==> src/rtl/usb_pkg.sv <==
// Shared USB definitions: PID bytes, CRC16 constants, bulk-IN transmitter state
// encoding and the byte-wide CRC16 step used by the IN transmitter and OUT receiver.
package usb_pkg;

  localparam logic [7:0]  PID_DATA0       = 8'hC3;
  localparam logic [7:0]  PID_DATA1       = 8'h4B;
  localparam logic [7:0]  PID_NAK         = 8'h5A;
  localparam logic [15:0] CRC16_SEED      = 16'hFFFF;
  localparam logic [15:0] CRC16_POLY_REFL = 16'hA001;

  typedef enum logic [2:0] {
    ST_FILL,
    ST_RD_WAIT,
    ST_SEND_PID,
    ST_SEND_DATA,
    ST_SEND_CRC_LO,
    ST_SEND_CRC_HI,
    ST_SEND_NAK,
    ST_WAIT_HS
  } tx_state_e;

  // Reflected CRC16: fold the byte into the low end, then shift out eight bits.
  function automatic logic [15:0] crc16_step(input logic [15:0] crc, input logic [7:0] data);
    logic [15:0] c;
    c = crc ^ {8'h00, data};
    for (int i = 0; i < 8; i++) begin
      c = c[0] ? ((c >> 1) ^ CRC16_POLY_REFL) : (c >> 1);
    end
    return c;
  endfunction

endpackage

==> src/rtl/usb_crc16.sv <==
// Byte-wide CRC16 accumulator (USB data CRC). clr reseeds, en folds in one byte;
// crc holds the raw accumulator, the transmitted value is its complement.
module usb_crc16
  import usb_pkg::*;
(
  input  logic        clk,
  input  logic        rst,
  input  logic        clr,
  input  logic        en,
  input  logic [7:0]  data,
  output logic [15:0] crc
);

  // NOTE: sequential state uses non-blocking assignments so every register
  // samples its inputs from before the clock edge.
  always_ff @(posedge clk or negedge rst) begin
    if (!rst) begin
      crc <= CRC16_SEED;
    end else if (clr) begin
      crc <= CRC16_SEED;
    end else if (en) begin
      crc <= crc16_step(crc, data);
    end
  end

endmodule

==> src/rtl/usb_bulk_in_tx.sv <==
// Bulk-IN endpoint transmitter: fills a packet buffer from the endpoint queue and answers
// IN tokens with DATA0/DATA1 or NAK. Optional zero-length packets via USB_TX_ZLP_EN.
module usb_bulk_in_tx
  import usb_pkg::*;
#(
  parameter int unsigned MAX_PKT = 64
) (
  input  logic       clk,
  input  logic       rst,
  input  logic [7:0] q_data,
  input  logic       q_empty,
  output logic       q_read,
  input  logic       in_token,
  input  logic       ack_rcvd,
  input  logic       hs_timeout,
  input  logic       toggle_clr,
  output logic [7:0] tx_data,
  output logic       tx_valid,
  input  logic       tx_ready,
  output logic       tx_last,
  output logic       busy
);

  localparam int unsigned CW = $clog2(MAX_PKT + 1);
  localparam int unsigned AW = (MAX_PKT > 1) ? $clog2(MAX_PKT) : 1;
  localparam logic [CW-1:0] CNT_MAX = CW'(MAX_PKT);

  tx_state_e     state_q;
  logic [7:0]    mem_q [2**AW];
  logic [CW-1:0] cnt_q, idx_q;
  logic          committed_q, toggle_q, tok_pend_q;
  logic [7:0]    tx_data_q;
  logic          tx_valid_q, tx_last_q, busy_q;
  logic [15:0]   crc;
  logic          accept, ack_evt, zlp_go;
  logic [7:0]    pid_next;

  assign accept   = tx_valid_q && tx_ready;
  assign ack_evt  = (state_q == ST_WAIT_HS) && ack_rcvd;
  assign pid_next = (toggle_q && !toggle_clr) ? PID_DATA1 : PID_DATA0;
  // Combinational strobe: the queue answers one cycle later, giving one byte per two cycles.
  assign q_read   = (state_q == ST_FILL) && !committed_q && (cnt_q < CNT_MAX) && !q_empty;

  usb_crc16 u_crc (
    .clk  (clk),
    .rst  (rst),
    .clr  (state_q == ST_SEND_PID),
    .en   ((state_q == ST_SEND_DATA) && accept),
    .data (tx_data_q),
    .crc  (crc)
  );

`ifdef USB_TX_ZLP_EN
  logic zlp_q;
  always_ff @(posedge clk or negedge rst) begin
    if (!rst) begin
      zlp_q <= 1'b0;
    end else if (ack_evt) begin
      zlp_q <= (cnt_q == CNT_MAX);
    end else if ((state_q == ST_SEND_PID) && (cnt_q != '0)) begin
      zlp_q <= 1'b0;
    end
  end
  assign zlp_go = zlp_q && q_empty;
`else
  assign zlp_go = 1'b0;
`endif

  // NOTE: packet memory has no reset; cnt_q alone defines which entries are live.
  always_ff @(posedge clk) begin
    if (state_q == ST_RD_WAIT) begin
      mem_q[cnt_q[AW-1:0]] <= q_data;
    end
  end

  always_ff @(posedge clk or negedge rst) begin
    if (!rst) begin
      state_q     <= ST_FILL;
      cnt_q       <= '0;
      idx_q       <= '0;
      committed_q <= 1'b0;
      toggle_q    <= 1'b0;
      tok_pend_q  <= 1'b0;
      tx_data_q   <= 8'h00;
      tx_valid_q  <= 1'b0;
      tx_last_q   <= 1'b0;
      busy_q      <= 1'b0;
    end else begin
      if (toggle_clr) toggle_q <= 1'b0;
      case (state_q)
        ST_FILL: begin
          if (q_read) begin
            tok_pend_q <= in_token;
            state_q    <= ST_RD_WAIT;
          end else if (in_token) begin
            tx_valid_q <= 1'b1;
            busy_q     <= 1'b1;
            idx_q      <= '0;
            if (committed_q || (cnt_q != '0) || zlp_go) begin
              committed_q <= 1'b1;
              tx_data_q   <= pid_next;
              state_q     <= ST_SEND_PID;
            end else begin
              tx_data_q <= PID_NAK;
              tx_last_q <= 1'b1;
              state_q   <= ST_SEND_NAK;
            end
          end
        end
        ST_RD_WAIT: begin
          cnt_q      <= cnt_q + CW'(1);
          tok_pend_q <= 1'b0;
          if (in_token || tok_pend_q) begin
            committed_q <= 1'b1;
            tx_data_q   <= pid_next;
            tx_valid_q  <= 1'b1;
            busy_q      <= 1'b1;
            idx_q       <= '0;
            state_q     <= ST_SEND_PID;
          end else begin
            state_q <= ST_FILL;
          end
        end
        ST_SEND_PID, ST_SEND_DATA: begin
          if (accept) begin
            if (idx_q == cnt_q) begin
              state_q <= ST_SEND_CRC_LO;
            end else begin
              tx_data_q <= mem_q[idx_q[AW-1:0]];
              idx_q     <= idx_q + CW'(1);
              state_q   <= ST_SEND_DATA;
            end
          end
        end
        ST_SEND_CRC_LO: begin
          if (accept) begin
            tx_last_q <= 1'b1;
            state_q   <= ST_SEND_CRC_HI;
          end
        end
        ST_SEND_CRC_HI: begin
          if (accept) begin
            tx_valid_q <= 1'b0;
            tx_last_q  <= 1'b0;
            state_q    <= ST_WAIT_HS;
          end
        end
        ST_SEND_NAK: begin
          if (accept) begin
            tx_valid_q <= 1'b0;
            tx_last_q  <= 1'b0;
            busy_q     <= 1'b0;
            state_q    <= ST_FILL;
          end
        end
        ST_WAIT_HS: begin
          if (ack_rcvd) begin
            if (!toggle_clr) toggle_q <= !toggle_q;
            cnt_q       <= '0;
            committed_q <= 1'b0;
            busy_q      <= 1'b0;
            state_q     <= ST_FILL;
          end else if (hs_timeout) begin
            busy_q  <= 1'b0;
            state_q <= ST_FILL;
          end
        end
        default: state_q <= ST_FILL;
      endcase
    end
  end

  // NOTE: always_comb assigns a default first so no path can infer a latch.
  always_comb begin
    tx_data = tx_data_q;
    if (state_q == ST_SEND_CRC_LO) begin
      tx_data = ~crc[7:0];
    end else if (state_q == ST_SEND_CRC_HI) begin
      tx_data = ~crc[15:8];
    end
  end

  assign tx_valid = tx_valid_q;
  assign tx_last  = tx_last_q;
  assign busy     = busy_q;

endmodule

==> config.mk <==
export PLATFORM = sky130hd
export DESIGN_NAME = usb_bulk_in_tx
export DESIGN_NICKNAME = d
export VERILOG_FILES = /design/src/rtl/usb_pkg.sv /design/src/rtl/usb_crc16.sv /design/src/rtl/usb_bulk_in_tx.sv
export SDC_FILE = /design/constraint.sdc
export NUM_CORES = 1
export LEC_CHECK = 0
export ABC_AREA = 1
export ABC_CLOCK_PERIOD_IN_PS = 4500
export CORE_MARGIN = 2
export CORE_UTILIZATION = 35
export DETAILED_ROUTE_END_ITERATION = 12
export GPL_ROUTABILITY_DRIVEN = 0
export PLACE_DENSITY = 0.53
export SLEW_MARGIN = 10
export SYNTH_ARGS = -nofsm -noshare
export SYNTH_HDL_FRONTEND = slang
export SYNTH_HIERARCHICAL = 1
export SYNTH_SLANG_ARGS = --single-unit
==> constraint.sdc <==
create_clock -name clk -period 4.5 [get_ports clk]
set_clock_uncertainty 0.05 [all_clocks]
set_input_delay 1.125 -clock clk [delete_from_list [all_inputs] [get_ports clk]]
set_output_delay 1.125 -clock clk [all_outputs]
set_load 0.005 [all_outputs]
* Yosys cells after proc, flatten, opt, wreduce, memory -nomap -nowiden *
Memories as Yosys holds them, arrays and structs flattened.
Index checks and enable logic that the tools add are counted.

storage, ports and cells
  RAM bits = 512
  memories = 1
  bits of input ports = 16
  output and inout port bits = 12
  register bits after elaboration = 47
  logic and storage cells = 147

operators by class
  reductions and logical operators = 32
  bitwise operators = 11
  magnitude comparators = 1
  equal/unequal tests = 23
  add/sub/neg operators = 2
  muxes and demuxes = 66

memories
  memory  depth  bits a word  read ports  clocked after memory_dff  write ports  line                  RTL
  mem_q   64     8            1           0                         1            usb_bulk_in_tx.sv:29  logic [7:0] mem_q [2**AW];

operators by type and width
  operator                                                                  count
  16-bit 2-to-1 mux                                                         10
  8-bit 2-to-1 mux                                                          9
  7-bit 2-to-1 mux                                                          6
  3-bit 2-to-1 mux                                                          10
  6-bit AND reduction                                                       5
  2-bit NOT with 3-bit output                                               8
  8-bit one-hot mux with 3 select lines                                     1
  1-bit 2-to-1 mux                                                          21
  3-bit one-hot mux with 7 select lines                                     1
  7-bit one-hot mux with 3 select lines                                     1
  2-bit inequality test (second input constant)                             10
  8-bit NOT                                                                 2
  16-bit by 8-bit XOR with 16-bit output                                    1
  7-bit by 1-bit adder with 7-bit output (second input constant)            2
  7-bit one-hot mux with 2 select lines                                     1
  3-bit equality test (second input constant)                               4
  3-bit nonzero test                                                        4
  1-bit one-hot mux with 3 select lines                                     3
  7-bit equality test                                                       1
  7-bit < comparator (second input constant)                                1
  7-bit nonzero test                                                        1
  3-bit by 2-bit equality test with 1-bit output (second input constant)    2
  1-bit logical AND                                                         6
  2-bit by 1-bit inequality test with 1-bit output (second input constant)  3
  other kinds (13)                                                          22

* Depth between registers and ports, before layout *
  depth after elaboration = 19
  gate-level depth with buffers = 17
  depth with buffers taken out = 15

* Hierarchy *
The synthesis kept the hierarchy.

modules (own cells, without submodules)
  module          cells each  seq. area each (µm²)  area an instance (µm²)  instances
  usb_bulk_in_tx  2182        16150.5               23128.4                 1
  usb_crc16       148         420.4                 1073.5                  1

* Worst setup path before layout *
Ideal clock, no wire load.

  path kind = in2out
  start = in q_empty
  end = out q_read
  arrival time = 1512 ps
  setup slack = 1813 ps
  required time = 3325 ps
  buffers on the path = 0
  stages = 3
  cells stage by stage = nor2_1 nand2_2 inv_1

on the way
  longest elaborated chain between the ends = 2

ends and longest elaborated chain
  element            line                  RTL
  start, declared    usb_bulk_in_tx.sv:11  input logic q_empty,
  1-bit zero test    usb_bulk_in_tx.sv:42  assign q_read = (state_q == ST_FILL) && !committed_q && (cnt_q < CNT_MAX) && !q_empty;
  1-bit logical AND  usb_bulk_in_tx.sv:42
  end, declared      usb_bulk_in_tx.sv:12  output logic q_read,

No other way between the ends.

* Final worst setup path *
  start = reg state_q[2]
  end = out tx_data[1]

on the way
  longest elaborated chain between the ends = 3
  elaborated cells between the ends (all ways) = 4
  classes of those cells = eq/ne (2); mux (2)

ends and longest elaborated chain
  element                 line                   RTL
  start, declared         usb_bulk_in_tx.sv:28   tx_state_e state_q;
  start signal, assigned  usb_bulk_in_tx.sv:78   state_q <= ST_FILL;
  start signal, assigned  usb_bulk_in_tx.sv:94   state_q <= ST_RD_WAIT;
  start signal, assigned  usb_bulk_in_tx.sv:102  state_q <= ST_SEND_PID;
  3-bit equality test     usb_bulk_in_tx.sv:178  end else if (state_q == ST_SEND_CRC_HI) begin
  8-bit 2-to-1 mux        usb_bulk_in_tx.sv:178
  8-bit 2-to-1 mux (*)    usb_bulk_in_tx.sv:176  if (state_q == ST_SEND_CRC_LO) begin
  end, declared           usb_bulk_in_tx.sv:17   output logic [7:0] tx_data,

Every way passes the cells marked *; elsewhere a longest branch is shown, timed or not.

==> metrics.txt <==
Synth area leader edfxtp_1; via count between 15k and 20k; ys async rst share 0.08408; placed wire-length estimate 38200 µm; Avg WL per Cell approximately 19 µm; RSZ-0062 raised after global routing false; Worst Setup End Kind output pin; Yosys warning total 6; clk sinks roughly 560; root buf cell clkbuf_16; share of post-route cells with drive strength above 1 0.08701; Setup CP Type register to output pin; initial drt markers 1919; post-synth top area share 0.6353; CP arrival around 2.8 ns; drt drc 0; Top Usage Layer GRT met2; Synth cell types 41; Worst-Skew Late Latency between 0.6 and 0.7 ns; ANT cells 0; routed wire length 64090 µm; IO Port Bufs 27; CTS tree yes; Leakage between 10 and 15 nW; setup TNS 0 ns; fin. max-slew vios 0; TritonRoute pass-1 iters 5; die width between 200 and 300 µm; Via density a little under 5; cell count of the worst reg-to-reg path 12; commonest cells in the netlist 619 x nand2_1, 512 x edfxtp_1, 394 x nor2_1; Post-CTS Setup Inserts 0; min-delay src u_crc/crc[9]; first-pass GRT wire length a little under 100000 µm; run status finished clean; Post-Syn Nets between 2k and 2.5k; P&R area growth vs syn 13.66%; period utilization 0.8774; post-route minimum period between 3 and 4 ns; hold_buf cts 0; boundary pin count 28; Peak Freq between 0.2 and 0.3 GHz; Critical R2R Launch idx_q[0]; Core Util, Final 0.4011; Post-Syn Area about 24000 µm²; Routed Antenna Nets 0; syn avg cell area 10.39 µm²; grt ovf 0; type of origin of the critical path register; core footprint a little under 70000 µm²; Synth Register Bits between 500 and 600; min-delay worst type register to register; Post-synth top flop edfxtp_1; met3 Usage GRT 0.02749; Worst Hold Path EP u_crc/crc[1]; crit-path cells inv_1, nor2_1, inv_1, nor2_1, clkinv_1, o221ai_1, clkdlybuf4s50_1; grt met2 use 0.2915; sequential element share of the synthesized area 0.6847; CTS-repair resized insts 0; r2r setup slk ~1.4 ns; met1 Resource Use GR 0.2559; clock transition at the registers of the reported paths ~0.060 ns; top post-synthesis cells by area edfxtp_1 64%, nand2_1 9.6%, nor2_1 6.1%; worst slew pin tran 1.189 ns; Initial Utilization 0.3529; Req. time, crit path approximately 3.3 ns; Hold Path Depth 2; initial antenna violation count 0; num rows 96; vias in the first global route roughly 16k; Post-synth EDFFs 512; RR Endpoint tx_data_q[4]; total track usage 0.1817; Final nets approximately 2.4k; Hold Vio Cnt, Final 0; pwr dens roughly 580 nW/µm²; Slowest cell on crit path clkdlybuf4s50_1; die height between 200 and 300 µm; Max-Cap Viols 0; maximum number of pins on one net before global-route repair about 140; clock buffer count from CTS 60; count leader, synth nand2_1; H-Tree Depth 2; slew margin rel. 0.2072; CP peak stage delay approximately 0.54 ns; Die ar. approximately 71000 µm²; crit path max fanout 14; Worst VDD drop ~0.4 mV; number of setup violations in the final report 0; Cells after Synth 2330; largest buffer count on any clock path 3
-- state kept, by name, indices dropped and copies added, names as in the netlist --
register and cells:
tx_data_q 8, busy 1, mem_q 512, cnt_q 7, tx_valid 1, u_crc/crc 16
committed_q 1, state_q 3, tok_pend_q 1, idx_q 7, tx_last 1, toggle_q 1
-- layer usage --
metal,vias up,wire length (µm),part of all wire
li1,7956,-,-
met1,7987,29080,0.45
met2,481,29340,0.46
met3,112,4074,0.064
met4,0,1590,0.025
met5,-,0,0
-- worst max-delay path, delay by kind of cell (launching register included) --
kind | cells | cell delay [ns]
AO/OA/AOI/OAI | 1 | 0.28
AND/OR/NAND/NOR | 2 | 0.30
flip-flops | 1 | 0.43
buffers and inverters | 4 | 1.15
-- cells in the final DEF, fill, tap and decap left out, types with 18 or more instances in the layout --
master and instances:
nor2_1 393, edfxtp_1 512, o21ai_0 147, nand2_1 619, buf_4 69, dfrtp_1 29, clkdlybuf4s50_1 18, a21oi_1 32
clkbuf_1 20, nand3_1 192, inv_1 145, clkinv_1 20, clkbuf_16 60
-- layout make-up --
cell class | instances | area (µm²)
Sequential cell | 559 | 16580
Timing Repair Buffer | 99 | 803.3
Clock inverter | 27 | 281.5
Tap cell | 931 | 1165
Inverter | 163 | 619.3
Clock buffer | 80 | 1577
Fill cell | 6613 | 41080
Multi-Input combinational cell | 1497 | 6485
-- stage by stage --
step                      power (W)  setup slack [ns]  hold WS [ns]  area, µm²  cells
after floorplan            0.009662             1.813        0.4060      24200   2330
after global placement      0.01111            0.8017        0.4334      25650   3249
after detailed placement    0.01120            0.8058        0.4402      25650   3249
after CTS                   0.01597            0.5214        0.4489      27510   3356
after global routing        0.01682            0.3040        0.4784      27510   3356
final                       0.01585            0.5518        0.4448      27510   3356
-- cell families (layout without fill, tap and decap cells) --
logic type	count (synthesis)	after routing	synth area share
flip-flops	559	559	0.6847
adder cells (fa/ha/maj)	3	3	0.001551
XOR/XNOR	6	6	0.002482
AO/OA/AOI/OAI	231	231	0.05232
AND/OR/NAND/NOR	1257	1257	0.2115
buffers and inverters	274	369	0.04746
-- power breakdown --
part	total [W]	internal, W	switching (W)
sequential	0.00625	0.00596	0.000299
clock	0.00476	0.00278	0.00199
combinational	0.00483	0.00142	0.00341
-- how the worst max path moves through the flow --
stage	startpoint	endpoint
after CTS	state_q[2]	tx_data[1]
after floorplan	q_empty	q_read
after global routing	state_q[2]	tx_data[2]
after global placement	q_empty	q_read
after detailed placement	q_empty	q_read
final	state_q[2]	tx_data[1]
No activity file was read; power rests on OpenSTA's default activity.
